$ cat config.mk
export PLATFORM = sky130hd
export DESIGN_NAME = audio_adc_rx
export DESIGN_NICKNAME = d
export VERILOG_FILES = /design/src/rtl/audio_rx_pkg.sv /design/src/rtl/audio_rx_fifo.sv /design/src/rtl/audio_adc_rx.sv
export SDC_FILE = /design/constraint.sdc
export NUM_CORES = 1
export LEC_CHECK = 0
export BUFFER_PORTS_ARGS = -buffer_cell sky130_fd_sc_hd__buf_2
export CAP_MARGIN = 25
export CORE_MARGIN = 2
export CORE_UTILIZATION = 45
export DETAILED_ROUTE_END_ITERATION = 16
export PLACE_DENSITY = 0.66
export SLEW_MARGIN = 20
export SYNTH_ARGS = -nofsm -noshare
export SYNTH_HDL_FRONTEND = slang
export SYNTH_HIERARCHICAL = 1
export SYNTH_SLANG_ARGS = --single-unit
$ cat constraint.sdc
create_clock -name clk -period 3.5 [get_ports clk]
set_clock_uncertainty 0.2 [all_clocks]
set_input_delay 0 -clock clk [delete_from_list [all_inputs] [get_ports clk]]
set_output_delay 0 -clock clk [all_outputs]
set_load 0.05 [all_outputs]
$ cat src/rtl/audio_rx_pkg.sv
// Shared types and helpers for the I2S ADC receive path.
package audio_rx_pkg;

  typedef enum logic [1:0] {
    SYNC  = 2'd0,
    SHIFT = 2'd1,
    HOLD  = 2'd2
  } rx_state_e;

  localparam logic LRCK_LEFT = 1'b0;

  // Width needed to hold a level of 0..depth frames.
  function automatic int level_width(input int depth);
    return $clog2(depth) + 1;
  endfunction

endpackage

$ cat src/rtl/audio_rx_fifo.sv
// Show-ahead stereo frame FIFO; the head output holds the last popped
// entry once the FIFO runs empty.
module audio_rx_fifo
  import audio_rx_pkg::*;
#(
  parameter int WIDTH = 32,
  parameter int DEPTH = 4,
  localparam int LW = level_width(DEPTH),
  localparam int AW = $clog2(DEPTH)
) (
  input  logic             clk,
  input  logic             reset_n,
  input  logic             push,
  input  logic [WIDTH-1:0] push_data,
  input  logic             pop,
  output logic [WIDTH-1:0] head_data,
  output logic             full,
  output logic             empty,
  output logic [LW-1:0]    level
);

  logic [WIDTH-1:0] mem [DEPTH];
  logic [AW-1:0]    wr_ptr, rd_ptr;
  logic [LW-1:0]    count;
  logic [WIDTH-1:0] last_q;
  logic             do_push, do_pop;

  assign empty   = (count == '0);
  assign full    = (count == LW'(DEPTH));
  assign do_pop  = pop & ~empty;
  // A full FIFO still accepts a push when the head leaves in the same cycle.
  assign do_push = push & (~full | do_pop);

  // NOTE: the storage array is reset too, so the head output is a defined
  // zero straight out of reset rather than whatever the RAM powered up with.
  always_ff @(posedge clk or negedge reset_n) begin
    if (!reset_n) begin
      for (int i = 0; i < DEPTH; i++) mem[i] <= '0;
      wr_ptr <= '0;
      rd_ptr <= '0;
      count  <= '0;
      last_q <= '0;
    end else begin
      if (do_push) begin
        mem[wr_ptr] <= push_data;
        wr_ptr      <= wr_ptr + AW'(1);
      end
      if (do_pop) begin
        last_q <= mem[rd_ptr];
        rd_ptr <= rd_ptr + AW'(1);
      end
      case ({do_push, do_pop})
        2'b10:   count <= count + LW'(1);
        2'b01:   count <= count - LW'(1);
        default: count <= count;
      endcase
    end
  end

  assign head_data = empty ? last_q : mem[rd_ptr];
  assign level     = count;

endmodule

$ cat src/rtl/audio_adc_rx.sv
// I2S slave receiver: synchronizes the codec clocks, deserializes left/right
// words, pairs them into stereo frames and queues them on a valid/ready stream.
module audio_adc_rx
  import audio_rx_pkg::*;
#(
  parameter int DATA_WIDTH  = 16,
  parameter int FIFO_DEPTH  = 4,
  parameter int SYNC_STAGES = 2
) (
  input  logic                                clk,
  input  logic                                reset_n,
  input  logic                                enable,
  input  logic                                audio_in_BCLK,
  input  logic                                audio_in_ADCLRCK,
  input  logic                                audio_in_ADCDAT,
  output logic [DATA_WIDTH-1:0]               out_left_data,
  output logic [DATA_WIDTH-1:0]               out_right_data,
  output logic                                out_valid,
  input  logic                                out_ready,
  output logic [level_width(FIFO_DEPTH)-1:0]  fifo_level,
  output logic                                overflow,
  input  logic                                clear_overflow
);

  localparam int CW = $clog2(DATA_WIDTH);

  logic [SYNC_STAGES-1:0] bclk_sync, lrck_sync, dat_sync;
  logic                   bclk_s, lrck_s, dat_s;
  logic                   bclk_prev, lrck_last;
  logic                   bclk_rise, lrck_edge;

  rx_state_e              state, next_state;
  logic                   start_word, shift_bit, word_done, abort;
  logic [CW-1:0]          bit_cnt;
  logic [DATA_WIDTH-2:0]  shift_reg;
  logic [DATA_WIDTH-1:0]  word_in, left_word, right_word;
  logic                   side, left_ok, push_q;

  logic [2*DATA_WIDTH-1:0] head;
  logic                    fifo_full, fifo_empty, pop, drop;

  // NOTE: every clocked register here uses non-blocking assignment so all
  // stages of the synchronizer chain sample the pre-edge value together.
  always_ff @(posedge clk or negedge reset_n) begin
    if (!reset_n) begin
      bclk_sync <= '0;
      lrck_sync <= '0;
      dat_sync  <= '0;
    end else begin
      bclk_sync <= {bclk_sync[SYNC_STAGES-2:0], audio_in_BCLK};
      lrck_sync <= {lrck_sync[SYNC_STAGES-2:0], audio_in_ADCLRCK};
      dat_sync  <= {dat_sync[SYNC_STAGES-2:0],  audio_in_ADCDAT};
    end
  end

  assign bclk_s    = bclk_sync[SYNC_STAGES-1];
  assign lrck_s    = lrck_sync[SYNC_STAGES-1];
  assign dat_s     = dat_sync[SYNC_STAGES-1];
  assign bclk_rise = bclk_s & ~bclk_prev;
  assign lrck_edge = bclk_rise & (lrck_s ^ lrck_last);
  assign word_in   = {shift_reg, dat_s};
  assign word_done = shift_bit && (bit_cnt == CW'(DATA_WIDTH - 1));

  always_ff @(posedge clk or negedge reset_n) begin
    if (!reset_n) state <= SYNC;
    else          state <= next_state;
  end

  // NOTE: every output of this block gets a default first, so no path can
  // leave one unassigned and infer a latch.
  always_comb begin
    next_state = state;
    start_word = 1'b0;
    shift_bit  = 1'b0;
    abort      = 1'b0;
    if (!enable) begin
      next_state = SYNC;
      abort      = 1'b1;
    end else begin
      case (state)
        SYNC, HOLD: begin
          if (lrck_edge) begin
            next_state = SHIFT;
            start_word = 1'b1;
          end
        end
        SHIFT: begin
          // The edge bit is the I2S delay bit of the new word, never data.
          if (lrck_edge) begin
            start_word = 1'b1;
            abort      = 1'b1;
          end else if (bclk_rise) begin
            shift_bit = 1'b1;
            if (bit_cnt == CW'(DATA_WIDTH - 1)) next_state = HOLD;
          end
        end
        default: next_state = SYNC;
      endcase
    end
  end

  always_ff @(posedge clk or negedge reset_n) begin
    if (!reset_n) begin
      bclk_prev  <= 1'b0;
      lrck_last  <= 1'b0;
      bit_cnt    <= '0;
      shift_reg  <= '0;
      side       <= LRCK_LEFT;
      left_word  <= '0;
      right_word <= '0;
      left_ok    <= 1'b0;
      push_q     <= 1'b0;
    end else begin
      bclk_prev <= bclk_s;
      push_q    <= 1'b0;
      if (bclk_rise) lrck_last <= lrck_s;
      if (start_word) begin
        bit_cnt <= '0;
        side    <= lrck_s;
      end else if (shift_bit) begin
        shift_reg <= word_in[DATA_WIDTH-2:0];
        bit_cnt   <= bit_cnt + CW'(1);
      end
      if (abort) left_ok <= 1'b0;
      if (word_done) begin
        if (side == LRCK_LEFT) begin
          left_word <= word_in;
          left_ok   <= 1'b1;
        end else begin
          // A right word only forms a frame when its left partner is intact.
          right_word <= word_in;
          push_q     <= left_ok;
          left_ok    <= 1'b0;
        end
      end
    end
  end

  assign pop  = out_valid & out_ready;
  assign drop = push_q & fifo_full & ~pop;

  audio_rx_fifo #(
    .WIDTH (2 * DATA_WIDTH),
    .DEPTH (FIFO_DEPTH)
  ) u_fifo (
    .clk       (clk),
    .reset_n   (reset_n),
    .push      (push_q),
    .push_data ({left_word, right_word}),
    .pop       (pop),
    .head_data (head),
    .full      (fifo_full),
    .empty     (fifo_empty),
    .level     (fifo_level)
  );

  assign out_valid      = ~fifo_empty;
  assign out_left_data  = head[2*DATA_WIDTH-1 -: DATA_WIDTH];
  assign out_right_data = head[DATA_WIDTH-1:0];

  always_ff @(posedge clk or negedge reset_n) begin
    if (!reset_n)            overflow <= 1'b0;
    else if (drop)           overflow <= 1'b1;
    else if (clear_overflow) overflow <= 1'b0;
  end

endmodule

======== Word level (Yosys, flattened, before mapping) ========
Index checks and enable logic that the tools add are counted.
storage, ports and cells
  latch bits .............................. 0
  memory bits (read-only) ................. 0
  flip-flop bits (word level) ............. 232
  memories ................................ 0
  output and inout port bits .............. 37
  bits in writable memories ............... 0
operators by class
  reductions and logical operators ........ 14
  bitwise gates (word level) .............. 17
  div/mod/pow operators ................... 0
  multiplexer cells ....................... 32
  $mul .................................... 0
  shifts and indexed selects .............. 0
  add/subtract/negate cells ............... 5
  equal/unequal tests ..................... 10
  order comparisons ....................... 3
operators with widths
  cell                                                                   number
  128-bit bitwise mux                                                    1
  32-bit two-way mux                                                     4
  32-bit binary-select mux with 2-bit select                             1
  32-bit demux with 2-bit select                                         1
  1-bit two-way mux                                                      16
  3-bit inequality test, second input constant                           4
  2-bit two-way mux                                                      5
  4-bit two-way mux                                                      2
  2-bit nonzero test                                                     4
  1-bit bitwise AND                                                      7
  3-bit greater-or-equal comparator, second input constant               2
  1-bit NOT                                                              6
  2-bit NOT with 3-bit output                                            2
  3-bit case mux with 2 select lines                                     1
  2-bit AND reduction                                                    3
  2-bit by 1-bit adder with 2-bit output, second input constant          2
  4-bit by 1-bit adder with 4-bit output, second input constant          1
  2-bit by 1-bit equality test with 1-bit output, second input constant  2
  2-bit equality test, second input constant                             2
  4-bit equality test, second input constant                             1
  2-bit case mux with 2 select lines                                     1
  4-bit AND reduction                                                    1
  3-bit by 1-bit adder with 3-bit output, second input constant          1
  3-bit equality test, second input constant                             1
  9 further kinds                                                        10

======== Depth between registers and ports, before layout ========
  depth in word-level cells ............... 8
  depth in mapped cells ................... 12
  depth with buffers taken out ............ 10

======== Cells and area by module ========
Netlist, hierarchy kept.
modules (own cells, without submodules)
  module         instances  area an instance (µm²)  cells each
  audio_rx_fifo  1          7571.0                  452
  audio_adc_rx   1          2573.7                  161

======== Least setup slack after synthesis ========
OpenSTA, ideal clock, no wires.
  kind .................................... register to register
  from .................................... register u_fifo.count[0], in the netlist u_fifo/level[0]
  to ...................................... register u_fifo.count[2], in the netlist u_fifo/level[2]
  required time ........................... 3.152 ns
  arrival time ............................ 2.856 ns
  setup time .............................. 0.148 ns
  slack ................................... 0.296 ns
  path buffers ............................ 3
  stages on the path, launching flop included .. 13
  period minus slack after synthesis ...... 3.204 ns
  cells stage by stage .................... dfrtp_1 nor3_2 buf_2 nor2b_1 o31a_1 buf_2 buf_2 ha_1 inv_1 fa_1 xor2_1 nor2_1 xor2_1
between the ends
  word-level cells in the longest chain between the ends .. 8
  elaborated cells between the ends (all ways) .. 14
  those cells by class .................... add/sub: 2; eq/ne: 3; mux: 1; bitwise: 6; reduce/logical: 2
RTL lines
  element                                                                                       line                 RTL
  start: declaration                                                                            audio_rx_fifo.sv:24  logic [LW-1:0] count;
  start signal: assignment                                                                      audio_rx_fifo.sv:53  2'b10: count <= count + LW'(1);
  start signal: assignment                                                                      audio_rx_fifo.sv:54  2'b01: count <= count - LW'(1);
  start signal: assignment                                                                      audio_rx_fifo.sv:55  default: count <= count;
  3-bit zero test *                                                                             audio_rx_fifo.sv:28  assign empty = (count == '0);
  via fifo_empty                                                                                audio_adc_rx.sv:40   logic fifo_full, fifo_empty, pop, drop;
  1-bit NOT *                                                                                   audio_adc_rx.sv:157  assign out_valid = ~fifo_empty;
  1-bit bitwise AND *                                                                           audio_adc_rx.sv:139  assign pop = out_valid & out_ready;
  via pop                                                                                       audio_adc_rx.sv:40
  1-bit bitwise AND *                                                                           audio_rx_fifo.sv:30  assign do_pop = pop & ~empty;
  via u_fifo.do_pop                                                                             audio_rx_fifo.sv:26  logic do_push, do_pop;
  1-bit OR                                                                                      audio_rx_fifo.sv:32  assign do_push = push & (~full | do_pop);
  1-bit bitwise AND                                                                             audio_rx_fifo.sv:32
  2-bit by 1-bit equality test with 1-bit output / 2-bit equality test (equally long branches)  audio_rx_fifo.sv:52  case ({do_push, do_pop})
  3-bit case mux with 2 select lines / 2-bit nonzero test (equally long branches)               n/a
The timed path passes the listed nets; every way through them passes the cells marked *.
A chain may end at the register's enable or synchronous reset.

======== Worst setup path in the final report ========
  from .................................... register u_fifo.count[0], in the netlist u_fifo/level[0]
  to ...................................... register u_fifo.count[2], in the netlist u_fifo/level[2]
between the ends
  word-level cells in the longest chain between the ends .. 8
  elaborated cells between the ends (all ways) .. 14
  those cells by class .................... add/sub: 2; eq/ne: 3; mux: 1; bitwise: 6; reduce/logical: 2
RTL lines
  element                                                                                       line
  3-bit zero test *                                                                             audio_rx_fifo.sv:28
  via fifo_empty                                                                                audio_adc_rx.sv:40
  1-bit NOT *                                                                                   audio_adc_rx.sv:157
  1-bit bitwise AND *                                                                           audio_adc_rx.sv:139
  via pop                                                                                       audio_adc_rx.sv:40
  1-bit bitwise AND *                                                                           audio_rx_fifo.sv:30
  1-bit OR                                                                                      audio_rx_fifo.sv:32
  1-bit bitwise AND                                                                             audio_rx_fifo.sv:32
  2-bit by 1-bit equality test with 1-bit output / 2-bit equality test (equally long branches)  audio_rx_fifo.sv:52
  3-bit case mux with 2 select lines / 2-bit nonzero test (equally long branches)               n/a
Marked as above.

==> impl_metrics.py <==
metrics = {
    "outcome": {
        "status": "finished, final reports clean",
    },
    "die": {
        "initial_core_util_pct": 46.2,
        "die_w_um": 154,
        "core-area_um2": 22000,
        "placement_rows": 54,
        "fp.dieArea_um2": 23800,
        "io_pins": 45,
        "die_h_um": 154,
    },
    "timing": {
        "finalCritPeriodShare_pct": 79.7,
        "slew-limit-headroom_pct": 44.1,
        "hold_viol_final": 0,
        "setup_tns_ns": 0,
        "min_period_ns": 2.79,
        "rsz0062_at_grt": "no",
        "fin_ws_ns": 0.710,
        "worstMarginPinSlew_ns": 0.838,
        "finalSetupViolCount": 0,
        "fmax_mhz": 358,
        "slew_violations": 0,
    },
    "clocking": {
        "cts_root_buffer": "clkbuf_16",
        "postCtsHoldBufs": 12,
        "cts.htree.levels": 1,
        "post_cts_resized": 0,
        "clock-sinks": 232,
        "cts-buffers-inserted": 25,
        "clkLatencyLatePin_ns": 0.52,
        "clock_path_buffers": 3,
        "cts_tree": "done",
        "post-cts-setup-buffers": 0,
        "clk_pin_slew_ns": 0.06,
    },
    "synth": {
        "synth_cell_types": 44,
        "synth.area.top_cells": "dfrtp_1 (57%), mux2_2 (26%), mux4_2 (6.7%), buf_6 (2.0%), mux2_4 (1.3%)",
        "synth_area_um2": 10100,
        "yosysTopAreaCell": "dfrtp_1",
        "synth-edff-count": 0,
        "yosysWarnings": 6,
        "synth.avg_cell_area_um2": 16.5,
        "synth-main-ff-cell": "dfrtp_1",
        "syn-instance-count": 613,
        "yosysTopAreaCellShare_pct": 57.2,
        "synthArstFlopShare_pct": 100,
        "ys_seq_area_share_pct": 57.2,
        "syn-num-nets": 628,
        "ys_ff_latch": 232,
    },
    "drt": {
        "initialDrtViolationCount": 171,
        "ant_nets": 0,
        "drt-total-wl_um": 19100,
        "vias": 5275,
        "vias_per_cell": 5.40,
        "wire_per_inst_um": 19.6,
        "drc": 0,
        "dr.pass1.iters": 4,
    },
    "setup_path": {
        "worstPathMaxFanout": 6,
        "worst-path-buf-inv": 1,
        "worstPathArrival_ns": 3.03,
        "crit_path_cell_trace": "nor3_4 > nor2b_1 > nor4b_4 > nand2b_1 > ha_1 > inv_1 > fa_1 > xor2_1 > nor2_1 > xor2_1",
        "endpoint_kind": "flop",
        "timing.critical_path.mode_cell": "xor2_1",
        "slowest_stage": "dfrtp_1",
        "start_kind": "flop",
        "rrSetupSlack_ns": 0.71,
        "crit_required_ns": 3.74,
        "crit_family": "simple AND/OR/NAND/NOR gates",
        "max_stage_delay_ns": 0.48,
        "path_class": "flop to flop",
    },
    "hold_path": {
        "hold_path.class": "primary input to flop",
    },
    "global_route": {
        "grt_start_max_net_pins": 102,
        "grt_pass1_vias": 5971,
        "antenna_found_initial": 0,
        "overflow": 0,
        "grt_pass1_wl_um": 32200,
        "grt_usage_pct": 17.0,
    },
    "power": {
        "leakagePower_uw": 0.00574,
        "ir_drop_v": 0.000423,
        "powerDensity_nw_per_um2": 548,
    },
    "place": {
        "place_hpwl_um": 11600,
        "placed_area_um2": 10600,
        "place_inst": 919,
        "place_ws_ns": 0.710,
        "place.gp.congestion": 0.750,
        "io_buffers": 44,
    },
    "cells_and_area": {
        "design_area_um2": 11600,
        "multiInputGateArea_um2": 4050,
        "n_antenna_cell": 0,
        "seqCellArea_um2": 5810,
        "nFillCells": 1770,
        "reg.largest.list": "u_fifo/mem x128, u_fifo/last_q x32",
        "syn2layout_area_growth_pct": 13.9,
        "layoutNonFillerInstCount": 976,
        "largest_reg_flops": 128,
        "drive_gt1_share_pct": 55.9,
        "largest-register": "u_fifo/mem",
        "nets": 693,
    },
    "job": {
        "drv_cap": 0,
    },
}
[layout make-up]
type                       count  share of cell area, %
clock buffer                  37                   6.49
clock inverter                 8                  0.617
inverter                       8                  0.260
multi-input combinational    341                   35.0
sequential                   232                   50.2
tap                          280                   3.03
timing repair buffer          70                   4.37
[routing by layer]
layer / up-vias / global-route usage [%] / share of wire [%] / wire, µm
li1: 2365 / - / - / -
met1: 2826 / 22.2 / 45 / 8570
met2: 59 / 29.9 / 51 / 9720
met3: 25 / 2.28 / 2.4 / 449
met4: 0 / 4.36 / 1.9 / 359
met5: - / 0 / 0 / 0
[cells in the final DEF (no fill, tap or decap), types with 2 or more instances in the layout]
cell           Yosys  layout
nor3_4             1       2
nor2_2             0       4
buf_4              0      10
nor2_1             6       2
buf_12             1       4
dfrtp_1          232     231
clkbuf_1           1       4
mux2_2           233     233
nand2_1           12      12
mux4_1             2       2
dlygate4sd3_1      0      12
mux4_2            30      30
inv_1              8       8
ha_1               6       6
xnor2_1            3       3
xor2_1             3       3
clkinv_2           0       5
nor2b_1            2       2
clkbuf_16          0      25
mux2_4             9       9
and3_1             3       3
buf_2             12      43
nand2b_1           2       2
o21ai_0            3       3
nand3_1            2       2
clkbuf_8           0       8
[power by group]
| group | total, µW | internal (µW) | switching (µW) |
|---|---|---|---|
| Combinational | 886 | 388 | 497 |
| Clock | 2570 | 1550 | 1020 |
| Sequential | 2880 | 2730 | 147 |
| Total | 6330 | 4670 | 1660 |
[cells by family (layout without fill, tap and decap cells)]
| family | after synthesis | after routing | synth area share [%] |
|---|---|---|---|
| multiplexers | 275 | 275 | 34.5 |
| flip-flops | 232 | 232 | 57.2 |
| AND/OR/NAND/NOR | 41 | 41 | 2.76 |
| buffers and inverters | 40 | 123 | 3.12 |
| AO/OA/AOI/OAI | 11 | 11 | 0.802 |
| adder cells (fa/ha/maj) | 7 | 7 | 0.937 |
| XOR/XNOR | 7 | 7 | 0.678 |
[per-stage QoR]
step | util [%] | hold WS (ns) | total power (µW)
final | 52.6 | 0.132 | 6330
after global routing | 52.6 | 0.141 | 6610
after CTS | 52.6 | 0.117 | 6440
after detailed placement | 48.4 | -0.100 | 3830
after global placement | 48.4 | -0.107 | 3820
after floorplan | - | -0.496 | 3560
[worst min-delay path, delay by kind of cell]
kind	cells	cell delay, ns
compound gates	1	0.14
xor+xnor	1	0.07
fa+ha+maj	1	0.34
buf+inv	1	0.09
simple gates	1	0.17
[path summary, 6_finish.rpt]
kind,from,end,cells past startpoint
max,u_fifo/level[0],u_fifo/level[2],10
max in group asynchronous,reset_n,bclk_sync[0],4
max reg2reg,u_fifo/level[0],u_fifo/level[2],10
min in group asynchronous,reset_n,u_fifo/level[2],3
min reg2reg,bclk_sync[0],bclk_sync[1],0
min,out_ready,u_fifo/level[0],5
[Yosys cell counts (all sizes together), types with 3 or more instances]
master,n
nor3,4
buf,31
mux2,242
and3,3
dfrtp,232
xor2,4
nor2,6
ha,6
nand3,3
mux4,32
o21ai,3
inv,8
xnor2,3
nand2,13
Power figures use the tool's default switching activity.
